===== src/rtl/int_muldiv_sequencer_if.sv =====
// int_muldiv_sequencer_if: issue, unit-control and writeback signals between the pipeline and the mul/div sequencer
//   master: pipeline/unit side (drives issue, kill/flush, unit results, write-port grant)
//   slave : sequencer side (drives unit start/abort pulses, writeback request, busy)
interface int_muldiv_sequencer_if #(
  parameter int XLEN = 32,
  parameter int TAG_W = 6
);
  logic issue_valid;
  logic issue_is_div;
  logic [2:0] issue_funct3;
  logic [TAG_W-1:0] issue_prd;
  logic [XLEN-1:0] issue_rs1_val;
  logic [XLEN-1:0] issue_rs2_val;
  logic issue_is_poison;
  logic load_wake_up_kill;
  logic branch_miss_flush;
  logic mul_start;
  logic div_start;
  logic div_abort;
  logic [XLEN-1:0] mul_result;
  logic div_done;
  logic [XLEN-1:0] div_result;
  logic wb_req;
  logic [TAG_W-1:0] wb_prd;
  logic [XLEN-1:0] wb_data;
  logic wb_grant;
  logic muldiv_busy;
  modport master (
    output issue_valid, issue_is_div, issue_funct3, issue_prd, issue_rs1_val, issue_rs2_val,
           issue_is_poison, load_wake_up_kill, branch_miss_flush, mul_result, div_done,
           div_result, wb_grant,
    input  mul_start, div_start, div_abort, wb_req, wb_prd, wb_data, muldiv_busy
  );
  modport slave (
    input  issue_valid, issue_is_div, issue_funct3, issue_prd, issue_rs1_val, issue_rs2_val,
           issue_is_poison, load_wake_up_kill, branch_miss_flush, mul_result, div_done,
           div_result, wb_grant,
    output mul_start, div_start, div_abort, wb_req, wb_prd, wb_data, muldiv_busy
  );
endinterface


===== src/rtl/int_muldiv_sequencer.sv =====
// int_muldiv_sequencer: single-entry mul/div sequencer (IDLE -> SPEC -> MUL_WAIT/DIV_WAIT -> WB) with kill, flush and write-port arbitration
//   clk, rst : clock and synchronous active-high reset
//   bus      : int_muldiv_sequencer_if.slave (issue fields, kill/flush, unit control, writeback, busy)
//   MULDIV_DIV_ZERO_BYPASS_EN : when defined, divide-by-zero skips the divider and writes back the architectural result
module int_muldiv_sequencer #(
  parameter int XLEN = 32,
  parameter int TAG_W = 6,
  parameter int MUL_LAT = 3
) (
  input logic clk,
  input logic rst,
  int_muldiv_sequencer_if.slave bus
);
  typedef enum logic [2:0] {IDLE, SPEC, MUL_WAIT, DIV_WAIT, WB} state_t;
  localparam logic [2:0] LAT = 3'(MUL_LAT);
  state_t state;
  logic [2:0] cnt;
  logic poison, is_div, kill, byp, go;
  logic [TAG_W-1:0] prd;
  logic [XLEN-1:0] res;
  assign kill = poison && bus.load_wake_up_kill;
`ifdef MULDIV_DIV_ZERO_BYPASS_EN
  logic zero;
  assign byp = is_div && zero;
`else
  assign byp = 1'b0;
`endif
  // Pulses and the write request are combinational so a same-cycle kill or flush can still suppress them;
  // rst gates everything so a reset cycle never aborts or writes back.
  assign go = !rst && !bus.branch_miss_flush && state == SPEC && !kill;
  assign bus.mul_start = go && !is_div;
  assign bus.div_start = go && is_div && !byp;
  assign bus.div_abort = !rst && bus.branch_miss_flush && (state == DIV_WAIT || (state == SPEC && is_div));
  assign bus.wb_req = !rst && !bus.branch_miss_flush && state == WB;
  assign bus.wb_prd = prd;
  assign bus.wb_data = res;
  assign bus.muldiv_busy = state != IDLE;
  always_ff @(posedge clk) begin
    if (rst) begin
      state <= IDLE;
      cnt <= '0;
      poison <= 1'b0;
      is_div <= 1'b0;
      prd <= '0;
      res <= '0;
`ifdef MULDIV_DIV_ZERO_BYPASS_EN
      zero <= 1'b0;
`endif
    end else if (bus.branch_miss_flush) begin
      state <= IDLE;
    end else begin
      case (state)
        IDLE: if (bus.issue_valid) begin
          state <= SPEC;
          poison <= bus.issue_is_poison;
          is_div <= bus.issue_is_div;
          prd <= bus.issue_prd;
`ifdef MULDIV_DIV_ZERO_BYPASS_EN
          // Bypass result is staged at issue; a real mul/div result overwrites it later.
          zero <= bus.issue_rs2_val == '0;
          res <= bus.issue_funct3[1] ? bus.issue_rs1_val : '1;
`endif
        end
        SPEC: begin
          state <= kill ? IDLE : !is_div ? MUL_WAIT : byp ? WB : DIV_WAIT;
          cnt <= LAT;
        end
        MUL_WAIT: begin
          cnt <= cnt - 3'd1;
          if (cnt == 3'd1) begin
            res <= bus.mul_result;
            state <= WB;
          end
        end
        DIV_WAIT: if (bus.div_done) begin
          res <= bus.div_result;
          state <= WB;
        end
        WB: if (bus.wb_grant) state <= IDLE;
        default: state <= IDLE;
      endcase
    end
  end
endmodule


===== src/flat_wrapper.sv =====
// flat-port wrapper written by rule: the top's interface ports become plain ports
module int_muldiv_sequencer_flat 
#(
  parameter int XLEN = 32,
  parameter int TAG_W = 6,
  parameter int MUL_LAT = 3
)
  (clk, rst, bus_issue_valid, bus_issue_is_div, bus_issue_funct3, bus_issue_prd, bus_issue_rs1_val, bus_issue_rs2_val, bus_issue_is_poison, bus_load_wake_up_kill, bus_branch_miss_flush, bus_mul_result, bus_div_done, bus_div_result, bus_wb_grant, bus_mul_start, bus_div_start, bus_div_abort, bus_wb_req, bus_wb_prd, bus_wb_data, bus_muldiv_busy);
  int_muldiv_sequencer_if #(.XLEN(XLEN), .TAG_W(TAG_W)) bus_i ();
  input logic clk;
  input logic rst;
  input wire logic [$bits(bus_i.issue_valid)-1:0] bus_issue_valid;
  input wire logic [$bits(bus_i.issue_is_div)-1:0] bus_issue_is_div;
  input wire logic [$bits(bus_i.issue_funct3)-1:0] bus_issue_funct3;
  input wire logic [$bits(bus_i.issue_prd)-1:0] bus_issue_prd;
  input wire logic [$bits(bus_i.issue_rs1_val)-1:0] bus_issue_rs1_val;
  input wire logic [$bits(bus_i.issue_rs2_val)-1:0] bus_issue_rs2_val;
  input wire logic [$bits(bus_i.issue_is_poison)-1:0] bus_issue_is_poison;
  input wire logic [$bits(bus_i.load_wake_up_kill)-1:0] bus_load_wake_up_kill;
  input wire logic [$bits(bus_i.branch_miss_flush)-1:0] bus_branch_miss_flush;
  input wire logic [$bits(bus_i.mul_result)-1:0] bus_mul_result;
  input wire logic [$bits(bus_i.div_done)-1:0] bus_div_done;
  input wire logic [$bits(bus_i.div_result)-1:0] bus_div_result;
  input wire logic [$bits(bus_i.wb_grant)-1:0] bus_wb_grant;
  output wire logic [$bits(bus_i.mul_start)-1:0] bus_mul_start;
  output wire logic [$bits(bus_i.div_start)-1:0] bus_div_start;
  output wire logic [$bits(bus_i.div_abort)-1:0] bus_div_abort;
  output wire logic [$bits(bus_i.wb_req)-1:0] bus_wb_req;
  output wire logic [$bits(bus_i.wb_prd)-1:0] bus_wb_prd;
  output wire logic [$bits(bus_i.wb_data)-1:0] bus_wb_data;
  output wire logic [$bits(bus_i.muldiv_busy)-1:0] bus_muldiv_busy;
  assign bus_i.issue_valid = bus_issue_valid;
  assign bus_i.issue_is_div = bus_issue_is_div;
  assign bus_i.issue_funct3 = bus_issue_funct3;
  assign bus_i.issue_prd = bus_issue_prd;
  assign bus_i.issue_rs1_val = bus_issue_rs1_val;
  assign bus_i.issue_rs2_val = bus_issue_rs2_val;
  assign bus_i.issue_is_poison = bus_issue_is_poison;
  assign bus_i.load_wake_up_kill = bus_load_wake_up_kill;
  assign bus_i.branch_miss_flush = bus_branch_miss_flush;
  assign bus_i.mul_result = bus_mul_result;
  assign bus_i.div_done = bus_div_done;
  assign bus_i.div_result = bus_div_result;
  assign bus_i.wb_grant = bus_wb_grant;
  assign bus_mul_start = bus_i.mul_start;
  assign bus_div_start = bus_i.div_start;
  assign bus_div_abort = bus_i.div_abort;
  assign bus_wb_req = bus_i.wb_req;
  assign bus_wb_prd = bus_i.wb_prd;
  assign bus_wb_data = bus_i.wb_data;
  assign bus_muldiv_busy = bus_i.muldiv_busy;
  int_muldiv_sequencer #(.XLEN(XLEN), .TAG_W(TAG_W), .MUL_LAT(MUL_LAT)) u_core (.clk(clk), .rst(rst), .bus(bus_i));
endmodule

===== config.mk =====
export PLATFORM = sky130hd
export DESIGN_NAME = int_muldiv_sequencer_flat
export DESIGN_NICKNAME = d
export VERILOG_FILES = /design/src/rtl/int_muldiv_sequencer_if.sv /design/src/rtl/int_muldiv_sequencer.sv /design/src/flat_wrapper.sv
export SDC_FILE = /design/constraint.sdc
export NUM_CORES = 1
export LEC_CHECK = 0
export ABC_AREA = 0
export BUFFER_PORTS_ARGS = -buffer_cell sky130_fd_sc_hd__buf_2
export CORE_UTILIZATION = 45
export CTS_CLUSTER_SIZE = 24
export DETAILED_ROUTE_END_ITERATION = 7
export GPL_ROUTABILITY_DRIVEN = 0
export PLACE_DENSITY_LB_ADDON = 0.15
export SYNTH_ARGS = -nofsm -noshare
export SYNTH_HDL_FRONTEND = slang
export SYNTH_SLANG_ARGS = --single-unit

===== constraint.sdc =====
create_clock -name clk -period 3.25 [get_ports clk]
set_clock_uncertainty 0.15 [all_clocks]
set_input_delay 0.1625 -clock clk [delete_from_list [all_inputs] [get_ports clk]]
set_output_delay 0.1625 -clock clk [all_outputs]
set_load 0.01 [all_outputs]

After elaboration in Yosys (flattened, before gate mapping)
Cells that the tools add are included.
{ "word_totals": {"regBits": 46, "input_bits": 146, "out_inout_bits": 43, "word_cells": 52} }
{ "classes": {"add_sub_neg": 1, "eq_ne": 9, "mux": 11, "n_bitwise": 1, "reduce_logical": 24} }
{ "ops": {"columns": ["cell", "count"], "rows": [
  ["$mux W32", 2],
  ["$pmux W32 S2", 1],
  ["$mux W3", 5],
  ["$pmux W3 S5", 1],
  ["$logic_and A1 B1 Y1", 10],
  ["$reduce_and A4 Y1", 2],
  ["$eq A3 B1 Y1 const B", 2],
  ["$eq A3 B2 Y1 const B", 2],
  ["$ne A2 B2 Y1 const B", 3],
  ["$pmux W3 S2", 1],
  ["$logic_not A1 Y1", 4],
  ["$reduce_bool A2 Y1", 2],
  ["$eq A3 B3 Y1 const B", 1],
  ["$logic_not A3 Y1", 1],
  ["$reduce_and A3 Y1", 1],
  ["$reduce_bool A3 Y1", 1],
  ["$sub A3 B1 Y3 const B", 1],
  ["$ne A2 B1 Y1 const B", 1],
  ["$reduce_and A2 Y1", 1],
  ["$reduce_or A2 Y1", 1],
  ["$logic_or A1 B1 Y1", 1],
  ["$mux W1", 1],
  ["$not A1 Y1", 1]
]} }

Logic depth before layout (Yosys ltp)
Gate-level depths: netlist (run 1).
{ "logic_depth": {"ltp_word": 5, "depth_mapped": 7, "mapped_depth_nobuf": 5} }

Least setup slack after synthesis (run 1)
OpenSTA, ideal clock, no wires.
{ "synth_path": {"path_type": "register to register", "from": "register u_core.cnt[0]", "to": "register u_core.res[0] (netlist: u_core.bus.wb_data[0])", "setup_time_ps": 73, "t_arrival_ps": 1618, "required_time_ps": 3027, "slack_ps": 1409, "stages_incl_launch_ff": 7, "n_path_buf": 2, "period_less_slack_ps": 1841, "cell_sequence": "dfxtp_1 -> ha_1 -> or3b_1 -> buf_2 -> a211o_1 -> buf_6 -> o211ai_2"} }
{ "synth_via": {"elab_chain_len": 3} }
{ "synth_rtl": {"columns": ["element", "line_no", "source"], "rows": [
  ["start, declared", "int_muldiv_sequencer.sv:17", "logic [2:0] cnt;"],
  ["start signal, assigned", "int_muldiv_sequencer.sv:69", "cnt <= cnt - 3'd1;"],
  ["$eq A3 B1 Y1", "int_muldiv_sequencer.sv:70", "if (cnt == 3'd1) begin"],
  ["$ne A2 B1 Y1 (no line)", null, null],
  ["$reduce_and A4 Y1 (no line)", null, null],
  ["end signal, assigned", "int_muldiv_sequencer.sv:71", "res <= bus.mul_result;"],
  ["end signal, assigned", "int_muldiv_sequencer.sv:76", "res <= bus.div_result;"],
  ["end, declared", "int_muldiv_sequencer.sv:20", "logic [XLEN-1:0] res;"]
]} }
Every way passes these cells.
A chain may end at the register's enable or synchronous reset.

Final worst setup path (run 1)
{ "layout_path": {"from": "register u_core.state[0]", "to": "register u_core.res[6] (netlist: u_core.bus.wb_data[6])"} }
{ "layout_via": {"elab_chain_len": 3, "word_cells_on_any_way": 7, "cone_classes": "eq/ne: 4; mux: 1; reduce/logical: 2"} }
{ "layout_rtl": {"columns": ["element", "line_no", "source"], "rows": [
  ["start, declared", "int_muldiv_sequencer.sv:16", "state_t state;"],
  ["start signal, assigned", "int_muldiv_sequencer.sv:65", "state <= kill ? IDLE : !is_div ? MUL_WAIT : byp ? WB : DIV_WAIT;"],
  ["$eq A3 B2 Y1", "int_muldiv_sequencer.sv:52", "case (state)"],
  ["$ne A2 B1 Y1 (no line), or another cell as far along", null, null],
  ["$reduce_and A4 Y1 (no line)", null, null]
]} }
Several ways; a longest one is shown, not always the timed one.

==> out/results.txt, run 1 <==
The first detailed-routing pass took 4 iterations. Of all nets on the critical path, the largest fanout is 19. The logs give 0.532 for the register share of total power and 0.225 for the aggregate global-route resource usage.

Yosys mapped the design onto 36 distinct sky130hd cell types. The maximum clock rate was 452 MHz; the detailed-route wire length on metal 1 was 3190 µm. In this run the number of H-tree levels came out at 2. For this design the top-level I/O count stands at 189. The worst path needs 2.21 ns of the cycle, external delays included. The slew at the pin closest to its max-slew limit was 0.747 ns. The final wirelength is 7050 µm.

The path class of the tightest hold or removal check is in2reg. For the row count, the log shows 28. The clock group share of total power came out at 0.334. The post-route core utilization was 0.596. The number of nets handed over by synthesis was 469. STA puts the critical path data required time at 3.32 ns. The core region is 5960 µm².

The fraction of power spent switching nets was 0.255; the via count of the first global-routing pass was 2559. The number of placed instances, taps included, is 491. The final net count was 579; the count of instances resized after the clock tree is built was 0.

The flow ran to the end, and the final reports show no timing, DRC or antenna violations. On the critical path, the stage with the largest delay is an instance of a211o_2. The DRC violation total after the first TritonRoute iteration was 128; the count of max-cap constraint violations was 0. Walking the worst path, the cells encountered are or3b_1, a211o_2, buf_4, o211ai_2.

The setup violation total in the final timing report was 0. The worst path meets setup with 1.04 ns of slack. STA classifies the critical path startpoint as a register. For the initial antenna violation count, the log shows 0. The number of warnings issued by yosys is 0.

For the register-to-register path setup slack, the log shows 1.04 ns. The run gives 0 as the final number of hold-violating endpoints. The y dimension of the die came out at 80.6 µm.

The fraction of the cycle the final worst path needs works out to 0.680. TritonCTS built the clock tree. After clock tree synthesis, the clock-pin slew on the worst setup and hold paths is 0.09 ns. Clock tree synthesis inserted a total of 5 buffers. After routing, the total negative slack on setup checks comes to 0 ns. The run gives 813 µW as the cell-internal power. In this run the static leakage power is 1.82 nW. The total via count in the routed design is 2761.

The worst register-to-register path ends at u_core.bus.wb_data[6]$_SDFFE_PP0P_. The analysis attributes to net switching a power of 278 µW. After detailed routing, the average wire length per cell comes to 13.9 µm. The synthesis-to-layout area growth is 27.8%. The number of buffers added on ports is 121. The worst relative slew slack is 0.502, and the delay of the slowest cell on the worst path is 0.52 ns. The share of flip-flops with an asynchronous set or reset after synthesis works out to 0. The share of synthesized area occupied by flip-flops and latches is 0.331, and the total inserted antenna cells is 0.

The top cell type by total area after synthesis is dfxtp_1. The run gives 2 as the maximum buffer depth of the clock tree. The run gives 0.29 ns as the worst-skew pair later-pin latency. The main flop type after synthesis is dfxtp_1. The placed wire-length estimate after detailed placement was 4650 µm.

Setup repair after global routing left no endpoint under its margin. For this run, design rule violations remaining after detail routing come to 0. The origin of the worst min-delay path is bus_div_result[0]. The count of pins over their slew limit is 0.

The ratio of cells with drive above 1 in the final layout is 0.394. The startpoint identified for the worst register-to-register timing path is u_core.state[0]$_SDFFE_PP0P_. Worst-case setup slack after placement: 1.04 ns.

The endpoint class of the critical path was a register. Counting flops with a built-in enable in the synthesized netlist gives 0. Critical path class: reg2reg. The number of instances in the synthesized netlist was 321. Counting instances, the worst hold path has a depth of 3.

The routed design uses 439 µm of met3 wire. The arrival time reported for the critical path endpoint was 2.29 ns; the count of cells along the worst register-to-register path was 4. Once detail routing completed, the nets flagged for antenna violations numbered 0.

Entering global routing, the biggest net connects 46 pins. In this run the clock root is driven by a clkbuf_8. The first-pass GRT wire length was 11500 µm. In this run, synthesis produced a sequential element count of 46. Power spread over the standard cell area amounts to 307 nW/µm². In this run the horizontal extent of the chip is 80.6 µm. After detailed routing, no signal wire sits above met4. Dividing the detail-routed via count by the number of cells gives 5.45. In this run the cell area of the synthesized design comes to 2780 µm². The run gives 6490 µm² as the area of the die. Each instance of the synthesized netlist takes up on average 8.66 µm².

The number of clock sinks seen by CTS was 46; the aggregate global routing overflow was 0. The worst hold path terminates at u_core.bus.wb_data[0]$_SDFFE_PP0P_. The peak supply drop came out at 0.180 mV. Top cell type's share of synthesized area: 0.331.

The finished layout holds 507 standard cells, fillers aside. The worst slack on hold paths was 0.00497 ns; the detailed-routed wire length on met2 was 3360 µm. Yosys attributes the largest share of cell area to dfxtp_1, o211ai_2, mux2i_1. The fraction of power consumed by combinational cells was 0.135; the initial cell density of the core was 0.467.
## cell usage after synthesis, types with 3 or more instances
library cell / number
dfxtp_1: 46
nand2_1: 37
mux2i_1: 34
nand4_1: 34
nor2b_1: 33
o211ai_2: 29
clkbuf_1: 22
a21oi_1: 11
nand3_1: 11
o21ai_0: 10
nor2_1: 9
buf_1: 5
inv_1: 5
buf_6: 4
o211ai_1: 4
buf_2: 3
## registers in the layout, summed over array words and instances (netlist names)
register,count
u_core.bus.wb_data,32
u_core.bus.wb_prd,6
u_core.cnt,3
u_core.state,3
u_core.is_div,1
u_core.poison,1
## cells in the final DEF, fill, tap and decap left out, drive strengths merged, types with 10 or more instances in the layout
| cell type | count |
|---|---|
| mux2i | 34 |
| nand3 | 11 |
| o21ai | 10 |
| nand2 | 37 |
| nand4 | 34 |
| buf | 129 |
| nor2b | 33 |
| o211ai | 33 |
| a21oi | 11 |
| dfxtp | 46 |
## what timing repair did
action                                 in CTS  in global routing
setup buffers                               0                  0
endpoints found under the hold margin       8                  0
hold buffers                                8                  0
## logic make-up (layout without fill, tap and decap cells)
group,count (synthesis),count (layout),synth area share
AO/OA/AOI/OAI,60,60,0.196
adder cells (fa/ha/maj),2,2,0.00900
buffers and inverters,39,150,0.0648
AND/OR/NAND/NOR,139,139,0.273
multiplexers,34,34,0.122
XOR/XNOR,1,1,0.00315
flip-flops,46,46,0.331
## per-layer routing
metal | up-vias | track usage
met5 | - | 0
met4 | 0 | 0.0554
met3 | 5 | 0.0534
met2 | 94 | 0.398
met1 | 1282 | 0.270
li1 | 1380 | -
## power groups by stage
stage / logic [mW] / registers [mW] / clock network (mW)
floorplan: 0.0759 / 0.590 / 0
finish: 0.147 / 0.580 / 0.364
global route: 0.163 / 0.583 / 0.389
detailed placement: 0.141 / 0.594 / 0
CTS: 0.148 / 0.580 / 0.373
global placement: 0.138 / 0.593 / 0
## worst max-delay path, delay by kind of cell (launching register included)
family	cells	cell delay [ns]
compound gates	2	0.70
buf+inv	1	0.31
flops	1	0.50
simple gates	1	0.47
## final cells by class
cell class	instances	area [µm²]
Inverter	5	18.8
Clock buffer	7	86.3
Multi-Input combinational cell	236	1680
Tap cell	75	93.8
Timing Repair Buffer	137	746
Fill cell	592	2400
Sequential cell	46	921
Clock inverter	1	5.00
## through the flow
stage,instance area (µm²),power (mW)
6_report,3550,1.09
5_1_grt,3550,1.13
4_1_cts,3550,1.10
3_5_place_dp,3380,0.734
3_3_place_gp,3380,0.731
2_1_floorplan,2780,0.666
## worst max path at each step
stage,start,to
after floorplan,u_core.cnt[0]$_SDFFE_PP0P_,u_core.bus.wb_data[0]$_SDFFE_PP0P_
after global placement,u_core.state[0]$_SDFFE_PP0P_,u_core.bus.wb_data[11]$_SDFFE_PP0P_
after detailed placement,u_core.state[0]$_SDFFE_PP0P_,u_core.bus.wb_data[11]$_SDFFE_PP0P_
after CTS,u_core.state[0]$_SDFFE_PP0P_,u_core.bus.wb_data[9]$_SDFFE_PP0P_
after global routing,u_core.state[1]$_SDFFE_PP0P_,u_core.cnt[1]$_SDFFE_PP0P_
final,u_core.state[0]$_SDFFE_PP0P_,u_core.bus.wb_data[6]$_SDFFE_PP0P_
Power figures use the tool's default switching activity.
==> inputs of run 2 (changes only) <==
ABC_AREA = 1   (was 0)
CORE_UTILIZATION = 40   (was 45)
clock period = 2.27 ns   (was 3.25 ns; I/O delays follow)
==> out/results.txt, run 2 <==
By area the synthesized netlist is led by dfxtp_1, nand2_1, nor2_1. The aggregate global-route resource usage is 0.207 (-0.0181). For the worst-case setup slack after placement, the log shows 0.585 ns (-0.451 ns). For the setup violation total in the final timing report, the log shows 0 (unchanged). The logs give 2 (unchanged) for the maximum level of the CTS H-tree and 0.00916 ns (+0.00419 ns) for the worst slack on hold paths. The logs give 2513 (-1.8%) for the via count of the first global-routing pass and 5 (unchanged) for the CTS buffer count. The peak supply drop is 0.287 mV (+59%). The power density over cell area was 513 nW/µm² (+67%). The maximum clock rate is 484 MHz (+7.0%), and the count of pins over their slew limit is 0 (unchanged).

For the placed wire-length estimate after detailed placement, the log shows 4140 µm (-11%). The clock transition at the registers of the reported paths came out at 0.09 ns (about the same). TritonCTS built the clock tree. The post-CTS setup repair buffer count is 0 (unchanged).

The tools report the total inserted antenna cells as 0 (unchanged). For the flip-flop and latch area, the log shows 921 µm² (unchanged). The number of buffers added on ports is 121 (unchanged), and the multi-input combinational cell area is 1230 µm² (-27%). The final wirelength was 6660 µm (-5.5%).

The flip-flop count of the largest register, all copies and words added was 32 (unchanged). Minimum period implied by the final worst setup slack: 2.07 ns (-0.145 ns). The total via count in the routed design is 2915 (+5.6%), and the number of warnings issued by yosys is 0 (unchanged). The post-detailed-route wirelength per cell was 10.1 µm (-28%); the share of synthesized area occupied by flip-flops and latches was 0.381 (+0.0492). The startpoint kind of the worst setup timing path was a register.

The run gives 0 (unchanged) as the final antenna-violating net count. Yosys instantiated no cell more often than nand2_1. The slew at the pin closest to its max-slew limit works out to 0.553 ns (-0.194 ns). The library cell used most frequently in the layout, excluding fill and tap cells, is nand2_1. Total of flip-flops plus latches after synthesis: 46 (unchanged). The tools report the core outline area as 5680 µm² (-4.7%). For the reported leakage power, the log shows 2.21 nW (+21%). The logs give 0.382 (+0.048) for the clock group share of total power and 0.205 ns (-0.835 ns) for the setup slack after layout.

The fraction of power spent switching nets was 0.236 (-0.0193); the post-synthesis net count was 561 (+20%). The run gives 462 µW (+66%) as the net load switching power. For the register share of total power, the log shows 0.439 (-0.093).

Initial antenna violation count: 0 (unchanged). The run finished with clean final reports. Count of boundary I/O pins: 189 (unchanged).

The first-pass GRT wire length was 10400 µm (-9.1%); the worst-skew pair later-pin latency was 0.30 ns (about the same). The DRC violation total after the first TritonRoute iteration was 84 (-34%). For the sum of negative setup slack, the log shows 0 ns (unchanged).

The number of different library cells in the post-synthesis netlist is 22 (-39%). The number of instances in the synthesized netlist is 413 (+29%). The top cell type by total area after synthesis was dfxtp_1. The number of synthesized flops with an enable pin was 0 (unchanged). The aggregate global routing overflow is 0 (unchanged), and the via count normalized by instance count is 4.41 (-19%). The endpoint required time on the critical path was 2.36 ns (-0.96 ns); the final number of hold-violating endpoints was 0 (unchanged). The maximum buffer depth of the clock tree is 2 (unchanged), and the largest fanout on the critical path is 21 (+2). Fraction of the cycle the final worst path needs: 0.910 (+0.230). The netlist area before placement came out at 2420 µm² (-13%). The worst setup path is of the reg2reg kind. The maximum number of pins on one net before global-route repair is 53 (+15%), and the power consumption is 1.96 mW (+79%). Y dimension of the die: 79.8 µm (-1.0%).

The clock root buffer was clkbuf_8. Worst hold-check path type: in2reg. The count of max-cap constraint violations was 0 (unchanged).

The logs give 0 (unchanged) for the final routed DRC violation total and 505 (-15%) for the count of fill cells added during filler insertion. The ratio of cells with drive above 1 in the final layout came out at 0.239 (-0.154). Worst relative slew slack: 0.629 (+0.127). The tools report the row count as 27 (-3.6%). Initial cell density of the core: 0.426 (-0.0402). In the synthesized netlist, the cells that appear most often are nand2_1, nor2_1, dfxtp_1. The logs give 736 (+27%) for the final net count and 4 (unchanged) for the count of TritonRoute iterations in the first routing pass.

The horizontal extent of the die works out to 79.8 µm (-1.0%). The worst setup path is captured at a register. The logs give 46 (unchanged) for the number of clock sinks seen by CTS and 2.16 ns (-0.13 ns) for the arrival time reported for the critical path endpoint.

The top cell type's share of synthesized area is 0.381 (+0.0492), and the cell-internal power is 1.50 mW (+84%). In the layout the commonest cells are nand2_1, buf_2, nor2_1, dlygate4sd3_1, dfxtp_1. Setup repair after global routing left no endpoint under its margin. The share of flip-flops with an asynchronous set or reset after synthesis works out to 0 (unchanged). Main flop type after synthesis: dfxtp_1. The post-synthesis average cell area was 5.86 µm² (-32%).

The run gives 6360 µm² (-2.0%) as the area of the die. The synthesis-to-layout area growth was 57.9%; the fraction of power consumed by combinational cells was 0.178 (+0.043).
[run 2: cell count changes in the layout (fill, tap and decap cells not counted), moves of 3 or more]
cell	before	now
nor2_1	9	92
buf_4	8	2
inv_1	5	45
dlygate4sd3_1	8	59
nand3_1	11	8
nand2_1	37	175
mux2i_1	34	0
o211ai_2	29	0
a21oi_1	11	4
nor2b_1	32	0
nand4_1	34	0
o211ai_1	4	1
[run 2: cells by family after synthesis]
logic type,count (synthesis),synth area share
AND/OR/NAND/NOR,284,0.462
flip-flops,46,0.381
AO/OA/AOI/OAI,16,0.0352
adder cells (fa/ha/maj),2,0.0103
buffers and inverters,65,0.112
[run 2: layout make-up]
class	count	area share
clock buffers	6	0.0216
clock inverters	2	0.0157
inverters	49	0.0488
multi-input cells	302	0.322
flip-flops and latches	46	0.241
well taps	72	0.0236
repair buffers	184	0.328
[run 2: path summary, 6_finish.rpt]
kind,from,to,slack [ns],cells past startpoint
setup reg to reg,u_core.state[0]$_SDFFE_PP0P_,u_core.bus.wb_data[22]$_SDFFE_PP0P_,0.20,8
setup / recovery,u_core.state[0]$_SDFFE_PP0P_,u_core.bus.wb_data[22]$_SDFFE_PP0P_,0.20,8
hold reg to reg,u_core.cnt[1]$_SDFFE_PP0P_,u_core.cnt[1]$_SDFFE_PP0P_,0.34,2
hold / removal,bus_mul_result[1],u_core.bus.wb_data[1]$_SDFFE_PP0P_,0.009,5
[run 2: power groups by stage]
stage	Clock [mW]	Combinational, mW	Sequential, mW
floorplan	0	0.136	0.886
CTS	0.771	0.345	0.860
global route	0.799	0.391	0.864
global placement	0	0.261	0.877
detailed placement	0	0.264	0.878
finish	0.749	0.349	0.860
[run 2: what timing repair did]
action	4_1_cts	5_1_grt
endpoints found under the hold margin	38	0
gates resized for setup	0	2
endpoints found under the setup margin	0	3
hold buffers	59	0
[run 2: per-stage QoR]
step / util / std cells / instance area (µm²)
floorplan: - / 413 / 2420
global placement: 0.543 / 594 / 3080
detailed placement: 0.543 / 594 / 3080
CTS: 0.673 / 661 / 3820
global route: 0.673 / 661 / 3820
finish: 0.673 / 661 / 3820
[run 2: metal layers]
| metal | track usage | wire length, µm |
|---|---|---|
| met5 | 0 | 0 |
| met1 | 0.223 | 2890 |
| met2 | 0.395 | 3210 |
| met4 | 0.0696 | 61 |
| met3 | 0.0423 | 493 |
[run 2: critical path, cell delays in order (launching register included)]
cell           delay (ns)
dfxtp_1              0.45
nand2_1              0.12
nor2_4               0.16
buf_4                0.28
nand2_1              0.08
nand2_1              0.08
dlygate4sd3_1        0.55
nor2_1               0.05
nor2_1               0.09
